## src/rtl/calc_pkg.sv

```systemverilog
// Shared types and constants for the calculator front-end sequencer.
package calc_pkg;

  localparam int unsigned DATA_W = 4;

  typedef enum logic [2:0] {
    S_A    = 3'd0,
    S_B    = 3'd1,
    S_OP   = 3'd2,
    S_WAIT = 3'd3,
    S_SHOW = 3'd4
  } state_t;

  localparam logic [1:0] PHASE_A   = 2'b00;
  localparam logic [1:0] PHASE_B   = 2'b01;
  localparam logic [1:0] PHASE_OP  = 2'b10;
  localparam logic [1:0] PHASE_RUN = 2'b11;

  function automatic logic [1:0] phase_of(input state_t s);
    case (s)
      S_A:     return PHASE_A;
      S_B:     return PHASE_B;
      S_OP:    return PHASE_OP;
      default: return PHASE_RUN;
    endcase
  endfunction

endpackage

```

## src/rtl/calc_sequencer_debounce.sv

```systemverilog
// Push-button conditioner: 2-flop synchronizer, stability counter, rising-edge pulse.
module btn_debounce #(
  parameter int unsigned DEBOUNCE_CYCLES = 1000000
) (
  input  logic clk,
  input  logic rst_n,
  input  logic raw,
  output logic level,
  output logic press_p
);

  localparam int unsigned      CNT_W    = (DEBOUNCE_CYCLES > 1) ? $clog2(DEBOUNCE_CYCLES) : 1;
  localparam logic [CNT_W-1:0] CNT_LAST = CNT_W'(DEBOUNCE_CYCLES - 1);

  logic             r_sync1;
  logic             r_sync2;
  logic             r_level;
  logic             r_level_q;
  logic [CNT_W-1:0] r_cnt;

  always_ff @(posedge clk or negedge rst_n) begin
    if (!rst_n) begin
      r_sync1   <= 1'b0;
      r_sync2   <= 1'b0;
      r_level   <= 1'b0;
      r_level_q <= 1'b0;
      r_cnt     <= '0;
    end else begin
      r_sync1   <= raw;
      r_sync2   <= r_sync1;
      r_level_q <= r_level;
      // Level flips on the last of DEBOUNCE_CYCLES consecutive mismatching cycles.
      if (r_sync2 != r_level) begin
        if (r_cnt == CNT_LAST) begin
          r_level <= r_sync2;
          r_cnt   <= '0;
        end else begin
          r_cnt <= r_cnt + CNT_W'(1);
        end
      end else begin
        r_cnt <= '0;
      end
    end
  end

  assign level   = r_level;
  assign press_p = r_level & ~r_level_q;

endmodule

```

## src/rtl/calc_sequencer.sv

```systemverilog
// Entry sequencer for the 4-bit calculator: A, B, opcode, ALU handshake, result view.
// Optional CALC_AUTO_CLEAR_EN: result view clears itself after RESULT_HOLD cycles.
module calc_sequencer
  import calc_pkg::*;
#(
  parameter int unsigned DEBOUNCE_CYCLES = 1000000,
  parameter int unsigned ALU_TIMEOUT     = 16
`ifdef CALC_AUTO_CLEAR_EN
  ,
  parameter int unsigned RESULT_HOLD     = 500000000
`endif
) (
  input  logic              clk,
  input  logic              rst_n,
  input  logic [DATA_W-1:0] sw,
  input  logic              btn_next,
  input  logic              btn_clr,
  input  logic              alu_done,
  output logic [DATA_W-1:0] numA,
  output logic [DATA_W-1:0] numB,
  output logic [DATA_W-1:0] instruction,
  output logic              alu_start,
  output logic              mode,
  output logic [1:0]        phase,
  output logic              error
);

  localparam int unsigned      TMR_W    = (ALU_TIMEOUT > 1) ? $clog2(ALU_TIMEOUT) : 1;
  localparam logic [TMR_W-1:0] TMR_LAST = TMR_W'(ALU_TIMEOUT - 1);

  logic w_next_p;
  logic w_clr_p;
  logic w_next_level;
  logic w_clr_level;
  logic w_unused;

  btn_debounce #(.DEBOUNCE_CYCLES(DEBOUNCE_CYCLES)) u_db_next (
    .clk     (clk),
    .rst_n   (rst_n),
    .raw     (btn_next),
    .level   (w_next_level),
    .press_p (w_next_p)
  );

  btn_debounce #(.DEBOUNCE_CYCLES(DEBOUNCE_CYCLES)) u_db_clr (
    .clk     (clk),
    .rst_n   (rst_n),
    .raw     (btn_clr),
    .level   (w_clr_level),
    .press_p (w_clr_p)
  );

  assign w_unused = w_next_level ^ w_clr_level;

  state_t            r_state;
  state_t            w_state_nxt;
  logic [DATA_W-1:0] r_numA;
  logic [DATA_W-1:0] w_numA_nxt;
  logic [DATA_W-1:0] r_numB;
  logic [DATA_W-1:0] w_numB_nxt;
  logic [DATA_W-1:0] r_instr;
  logic [DATA_W-1:0] w_instr_nxt;
  logic              r_start;
  logic              w_start_nxt;
  logic              r_mode;
  logic [1:0]        r_phase;
  logic              r_error;
  logic              w_error_nxt;
  logic [TMR_W-1:0]  r_timer;
  logic [TMR_W-1:0]  w_timer_nxt;

`ifdef CALC_AUTO_CLEAR_EN
  localparam int unsigned       HOLD_W    = (RESULT_HOLD > 1) ? $clog2(RESULT_HOLD) : 1;
  localparam logic [HOLD_W-1:0] HOLD_LAST = HOLD_W'(RESULT_HOLD - 1);

  logic [HOLD_W-1:0] r_hold;
  logic [HOLD_W-1:0] w_hold_nxt;

  always_ff @(posedge clk or negedge rst_n) begin
    if (!rst_n) r_hold <= '0;
    else        r_hold <= w_hold_nxt;
  end
`endif

  always_comb begin
    w_state_nxt = r_state;
    w_numA_nxt  = r_numA;
    w_numB_nxt  = r_numB;
    w_instr_nxt = r_instr;
    w_error_nxt = r_error;
    w_start_nxt = 1'b0;
    w_timer_nxt = r_timer;
`ifdef CALC_AUTO_CLEAR_EN
    w_hold_nxt  = '0;
`endif
    if (w_clr_p) begin
      w_state_nxt = S_A;
      w_numA_nxt  = '0;
      w_numB_nxt  = '0;
      w_instr_nxt = '0;
      w_error_nxt = 1'b0;
      w_timer_nxt = '0;
    end else begin
      case (r_state)
        S_A: if (w_next_p) begin
          w_numA_nxt  = sw;
          w_state_nxt = S_B;
        end
        S_B: if (w_next_p) begin
          w_numB_nxt  = sw;
          w_state_nxt = S_OP;
        end
        S_OP: if (w_next_p) begin
          w_instr_nxt = sw;
          w_start_nxt = 1'b1;
          w_error_nxt = 1'b0;
          w_timer_nxt = '0;
          w_state_nxt = S_WAIT;
        end
        // done is tested first so it wins over a coincident expiry
        S_WAIT: begin
          if (alu_done) begin
            w_state_nxt = S_SHOW;
          end else if (r_timer == TMR_LAST) begin
            w_error_nxt = 1'b1;
            w_state_nxt = S_A;
          end else begin
            w_timer_nxt = r_timer + TMR_W'(1);
          end
        end
        S_SHOW: begin
          if (w_next_p) begin
            w_state_nxt = S_A;
`ifdef CALC_AUTO_CLEAR_EN
          end else if (r_hold == HOLD_LAST) begin
            w_state_nxt = S_A;
            w_numA_nxt  = '0;
            w_numB_nxt  = '0;
            w_instr_nxt = '0;
          end else begin
            w_hold_nxt = r_hold + HOLD_W'(1);
`endif
          end
        end
        default: w_state_nxt = S_A;
      endcase
    end
  end

  always_ff @(posedge clk or negedge rst_n) begin
    if (!rst_n) begin
      r_state <= S_A;
      r_numA  <= '0;
      r_numB  <= '0;
      r_instr <= '0;
      r_start <= 1'b0;
      r_mode  <= 1'b0;
      r_phase <= PHASE_A;
      r_error <= 1'b0;
      r_timer <= '0;
    end else begin
      r_state <= w_state_nxt;
      r_numA  <= w_numA_nxt;
      r_numB  <= w_numB_nxt;
      r_instr <= w_instr_nxt;
      r_start <= w_start_nxt;
      r_mode  <= (w_state_nxt == S_SHOW);
      r_phase <= phase_of(w_state_nxt);
      r_error <= w_error_nxt;
      r_timer <= w_timer_nxt;
    end
  end

  assign numA        = r_numA;
  assign numB        = r_numB;
  assign instruction = r_instr;
  assign alu_start   = r_start;
  assign mode        = r_mode;
  assign phase       = r_phase;
  assign error       = r_error;

endmodule

```

## config.mk

```make
export PLATFORM = sky130hd
export DESIGN_NAME = calc_sequencer
export DESIGN_NICKNAME = d
export VERILOG_FILES = /design/src/rtl/calc_pkg.sv /design/src/rtl/calc_sequencer_debounce.sv /design/src/rtl/calc_sequencer.sv
export SDC_FILE = /design/constraint.sdc
export NUM_CORES = 1
export LEC_CHECK = 0
export BUFFER_PORTS_ARGS = -buffer_cell sky130_fd_sc_hd__buf_2
export CAP_MARGIN = 20
export CORE_MARGIN = 2
export CORE_UTILIZATION = 60
export CTS_CLUSTER_DIAMETER = 50
export DETAILED_ROUTE_END_ITERATION = 6
export PLACE_DENSITY_LB_ADDON = 0.08
export SYNTH_ARGS = -nofsm -noshare
export SYNTH_HDL_FRONTEND = slang
export SYNTH_SLANG_ARGS = --single-unit
```

## constraint.sdc

```tcl
create_clock -name clk -period 3.58 [get_ports clk]
set_input_delay 0.358 -clock clk [delete_from_list [all_inputs] [get_ports clk]]
set_output_delay 0.358 -clock clk [all_outputs]
set_load 0.01 [all_outputs]
```

# Yosys cells after proc, flatten, opt, wreduce, memory -nomap -nowiden
# Cells that the tools add are included.
dict set report word_totals {
  mem_bits_ro 0
  out_inout_bits 17
  memories 0
  wordCells 89
  input_bits 9
  ff_bits 72
  mem_bits_rw 0
  latchBits 0
}
dict set report op_classes {
  n_bitwise 4
  div 0
  n_addsub 3
  multipliers 0
  reduce_logical 14
  n_mux 33
  magnitude_cmp 0
  n_eq_ne 16
  shifts 0
}
# op count
set op_table {}
lappend op_table {{2-to-1 mux 20 bit} 4}
lappend op_table {{2-to-1 mux 4 bit} 11}
lappend op_table {{adder 20 x 1 -> 20 bit (second input constant)} 2}
lappend op_table {{equality test 20 bit (second input constant)} 2}
lappend op_table {{2-to-1 mux 3 bit} 7}
lappend op_table {{case mux 3 bit (5 select lines)} 1}
lappend op_table {{AND reduction 2 bit} 5}
lappend op_table {{equality test 3 x 2 -> 1 bit (second input constant)} 3}
lappend op_table {{!= test 3 x 2 -> 1 bit (second input constant)} 3}
lappend op_table {{case mux 4 bit (2 select lines)} 1}
lappend op_table {{AND reduction 4 bit} 2}
lappend op_table {{nonzero test 2 bit} 4}
lappend op_table {{2-to-1 mux 1 bit} 7}
lappend op_table {{equality test 3 x 1 -> 1 bit (second input constant)} 2}
lappend op_table {{equality test 3 bit (second input constant)} 2}
lappend op_table {{logical NOT 3 bit} 2}
lappend op_table {{case mux 2 bit (3 select lines)} 1}
lappend op_table {{adder 4 x 1 -> 4 bit (second input constant)} 1}
lappend op_table {{equality test 4 bit (second input constant)} 1}
lappend op_table {{!= test 3 x 1 -> 1 bit (second input constant)} 1}
lappend op_table {{nonzero test 3 bit} 1}
lappend op_table {{AND 1 bit} 2}
lappend op_table {{!= test 1 bit} 2}
lappend op_table {{NOT 1 bit} 2}
lappend op_table {{case mux 1 bit (2 select lines)} 1}

# Depth between registers and ports, before layout
dict set report logic_depth {
  word_depth 7
  mapped_depth 6
  mapped_depth_nobuf 5
}

# By module
# Synthesis repeated with hierarchy kept, for this count alone.
dict set report unflattened {
  cells_unflattened 327
  area_unflattened_um2 3428.3
}
# module area_each_um2 seq_area_each_um2 n_inst cells_each
set modules_own_cells {}
lappend modules_own_cells {{btn_debounce (u_db_next)} 1146.1 600.6 1 108}
lappend modules_own_cells {{btn_debounce (u_db_clr)} 1141.1 600.6 1 110}
lappend modules_own_cells {calc_sequencer 1141.1 600.6 1 109}

# Worst setup path before layout
# OpenSTA, ideal clock, no wires.
dict set report synth_timing {
  kind {register -> register}
  start {register u_db_clr.r_cnt[15]}
  end {register u_db_clr.r_cnt[10]}
  t_arrival_ns 1.837
  setup_slack_ns 1.624
  period_less_slack_ns 1.956
  path_stages_with_launch 6
  setup_time_ns 0.119
  path_cell_list {dfrtp_1 -> or4b_1 -> or4_4 -> o21ai_4 -> buf_8 -> nor2_1}
}
dict set report synth_between {
  elab_chain_cells 3
}
# element line
set synth_lines {}
lappend synth_lines {{from (decl)} calc_sequencer_debounce.sv:19} ;# logic [CNT_W-1:0] r_cnt;
lappend synth_lines {{from (signal assigned)} calc_sequencer_debounce.sv:38} ;# r_cnt <= r_cnt + CNT_W'(1);
lappend synth_lines {{equality test 20 bit} calc_sequencer_debounce.sv:34} ;# if (r_cnt == CNT_LAST) begin
lappend synth_lines {{2-to-1 mux 20 bit} calc_sequencer_debounce.sv:34}
lappend synth_lines {{2-to-1 mux 20 bit} calc_sequencer_debounce.sv:33} ;# if (r_sync2 != r_level) begin
# No other way between the ends.
# A chain may end at the register's enable or synchronous reset.

# Worst setup path after layout
dict set report layout_timing {
  start {register u_db_clr.r_cnt[15]}
  end {register u_db_clr.r_cnt[3]}
}
# The elaborated chain is that of the path after synthesis.

==> impl_metrics.ini <==
[synthesis]
synthXorXnorAreaFrac = 0.0757
synth.distinct_cells = 49
netlist_area_um2 = 3350
synthAdderAreaFrac = 0.0112
avgSynthCellArea_um2 = 10.5
synth_top_flop_cell = dfrtp_1
yosysSeqAreaShare = 0.537
muxShareOfSynthArea = 0.0425
syn_nets = 333
synth-edff-count = 0
synth_top_family_by_area = simple AND/OR/NAND/NOR gates
syn_inst = 321
yosysWarnings = 0
async_reset_ff_frac = 1.00
ys_ff_latch = 72
synth-simple-area-share = 0.228
synth_compound_area_frac = 0.0739

[clock_tree]
ctsResizeCount = 0
insertion_delay_ns = 0.34
post-cts-setup-buffers = 0
clkSinkCount = 72
clk_pin_slew_ns = 0.07
clk_path_buf_depth = 2
htree_levels = 3
cts_tree = yes
cts_root_buf = clkbuf_8
cts_buffers = 9
holdBufCountCts = 0

[floorplan]
rows = 27
core-area_um2 = 5440
die-area_um2 = 6200
die_h_um = 78.8
die_w_um = 78.8
ioPinCount = 26
initial_core_util = 0.617

[detailed_routing]
post_drt_wl_per_cell_um = 14.3
drc = 0
vias_per_cell = 5.67
dr.pass1.iters = 4
ant_nets = 0
drtIter0Drc = 124
via_count = 2434
wirelength_mm = 6.14

[cells_and_area]
layout.nets = 364
final_cell_area_um2 = 3790
most-common-layout-cells = 72 x dfrtp_1, 49 x nor2_1, 25 x buf_2, 21 x xnor2_1, 19 x nand3_1
mostFrequentLayoutCell = dfrtp_1
syn2layout_area_growth_pct = 13.1
num_antenna_cells = 0
drive_gt1_frac = 0.151

[power_and_ir_drop]
p_sw_frac = 0.214
p_int_w = 0.00137
clockPowerShare = 0.457
peakVddDrop_uv = 329
leakage_nw = 1.68
fin_total_pwr_w = 0.00174
power_density_nw_per_um2 = 459
power_frac_comb = 0.050
p_seq_frac = 0.493
p_sw_w = 0.000373

[sta]
setup_violations = 0
fin_ws_ns = 1.45
slew_headroom = 0.451
max_freq_mhz = 468
slew_violations = 0
hold_ws_ns = 0.0379
worst_slew_pin_slew_ns = 0.818
worst_clock_skew_ns = 0.00561
finalCritPeriodShare = 0.596
rsz0062_at_grt = no
finalHoldViolCount = 0
period_needed_ns = 2.13
setup_tns_ns = 0

[setup_path]
cp.arrival_ns = 2.34
critPathCaptureType = flop
worst_ep_required_time_ns = 3.78
critPathKind = reg2reg
cp_max_fo = 19
critPathLaunchType = flop

[min_path]
hp-class = in2async

[placed_design]
gp_congestion = 0.800
dpl.hpwl_mm = 4.07
io_buffers = 25
place_area_um2 = 3530
place_ws_ns = 1.43

[global_route]
grt.total_usage = 0.224
grt_max_degree = 45
grt_pass1_vias = 2314
antenna_found_initial = 0
grt-ovfl-total = 0
grt_pass1_wl_mm = 10.8

[job]
cap_violations = 0

[status]
status = complete, no violations
area by class of cell:
cell class	count	area [um^2]
Tap cell	72	90.1
Clock inverter	5	103
Inverter	12	45.0
Timing Repair Buffer	29	155
Fill cell	428	1650
Multi-Input combinational cell	228	1450
Sequential cell	72	1800
Clock buffer	11	151
power groups by stage:
stage                     combinational (W)  clock (W)  sequential (W)
final                             0.0000876   0.000795        0.000858
after global routing               0.000101   0.000846        0.000861
after CTS                         0.0000896   0.000807        0.000858
after detailed placement          0.0000889          0        0.000873
after global placement            0.0000872          0        0.000873
after floorplan                   0.0000528          0        0.000871
cell families (layout without fill, tap and decap cells):
group,after synthesis,in the layout
and+or+nand+nor,145,145
DFF,72,72
AOI/OAI and AO/OA,37,37
xor gates and xnor gates,29,29
buffers and inverters,21,57
muxes,14,14
adders and majority gates,3,3
synthesized netlist by cell type, drive strengths merged, types with 2 or more instances:
master / instances / share of area
o211ai: 2 / 0.0045
mux2i: 12 / 0.036
or3: 6 / 0.011
nor2: 49 / 0.055
and3: 2 / 0.0037
xor2: 8 / 0.021
nand2b: 4 / 0.0075
or4: 8 / 0.019
nor3: 10 / 0.015
o31a: 2 / 0.0052
xnor2: 21 / 0.055
and4: 3 / 0.0078
clkbuf: 5 / 0.0056
a21oi: 11 / 0.016
nand2: 14 / 0.016
ha: 3 / 0.011
o31ai: 5 / 0.011
or2: 2 / 0.0037
inv: 12 / 0.013
dfrtp: 72 / 0.54
nor4: 8 / 0.015
or4bb: 2 / 0.0067
mux2: 2 / 0.0067
o21ai: 9 / 0.017
nand3: 20 / 0.031
buf: 4 / 0.012
nand4: 8 / 0.015
or3b: 2 / 0.0052
path summary, 6_finish.rpt:
check / from / endpoint / slack, ns / cells after the start
hold reg to reg: u_db_clr.r_sync1 / u_db_clr.r_sync2 / 0.36 / 0
setup / recovery: u_db_clr.r_cnt[15] / u_db_clr.r_cnt[3] / 1.45 / 4
min in group clk: btn_next / u_db_next.r_sync1 / 0.12 / 1
setup reg to reg: u_db_clr.r_cnt[15] / u_db_clr.r_cnt[3] / 1.45 / 4
hold / removal: rst_n / r_timer[0] / 0.04 / 1
max in group asynchronous: rst_n / r_timer[1] / 2.56 / 2
registers in the layout (all words and copies together) (netlist names), 2 cells and up:
signal,count
u_db_next.r_cnt,20
u_db_clr.r_cnt,20
numB,4
instruction,4
r_state,3
numA,4
phase,2
r_timer,4
stage by stage:
stage	utilization	instances
finish	0.697	429
global route	0.697	429
CTS	0.696	428
detailed placement	0.649	412
global placement	0.649	412
floorplan	-	321
critical path, cell delays in order (launching register included):
cell     delay (ns)
dfrtp_1        0.42
or4b_1         0.53
or4_4          0.51
o21ai_4        0.43
nor2_1         0.11
routing by layer:
metal | vias up | track usage | wire length (um)
met4 | 0 | 0.0912 | 114
met5 | - | 0 | 0
met1 | 1182 | 0.310 | 2950
met3 | 12 | 0.0443 | 193
li1 | 1200 | - | -
met2 | 40 | 0.350 | 2880
Note: power is estimated with default switching activity, not from simulation.
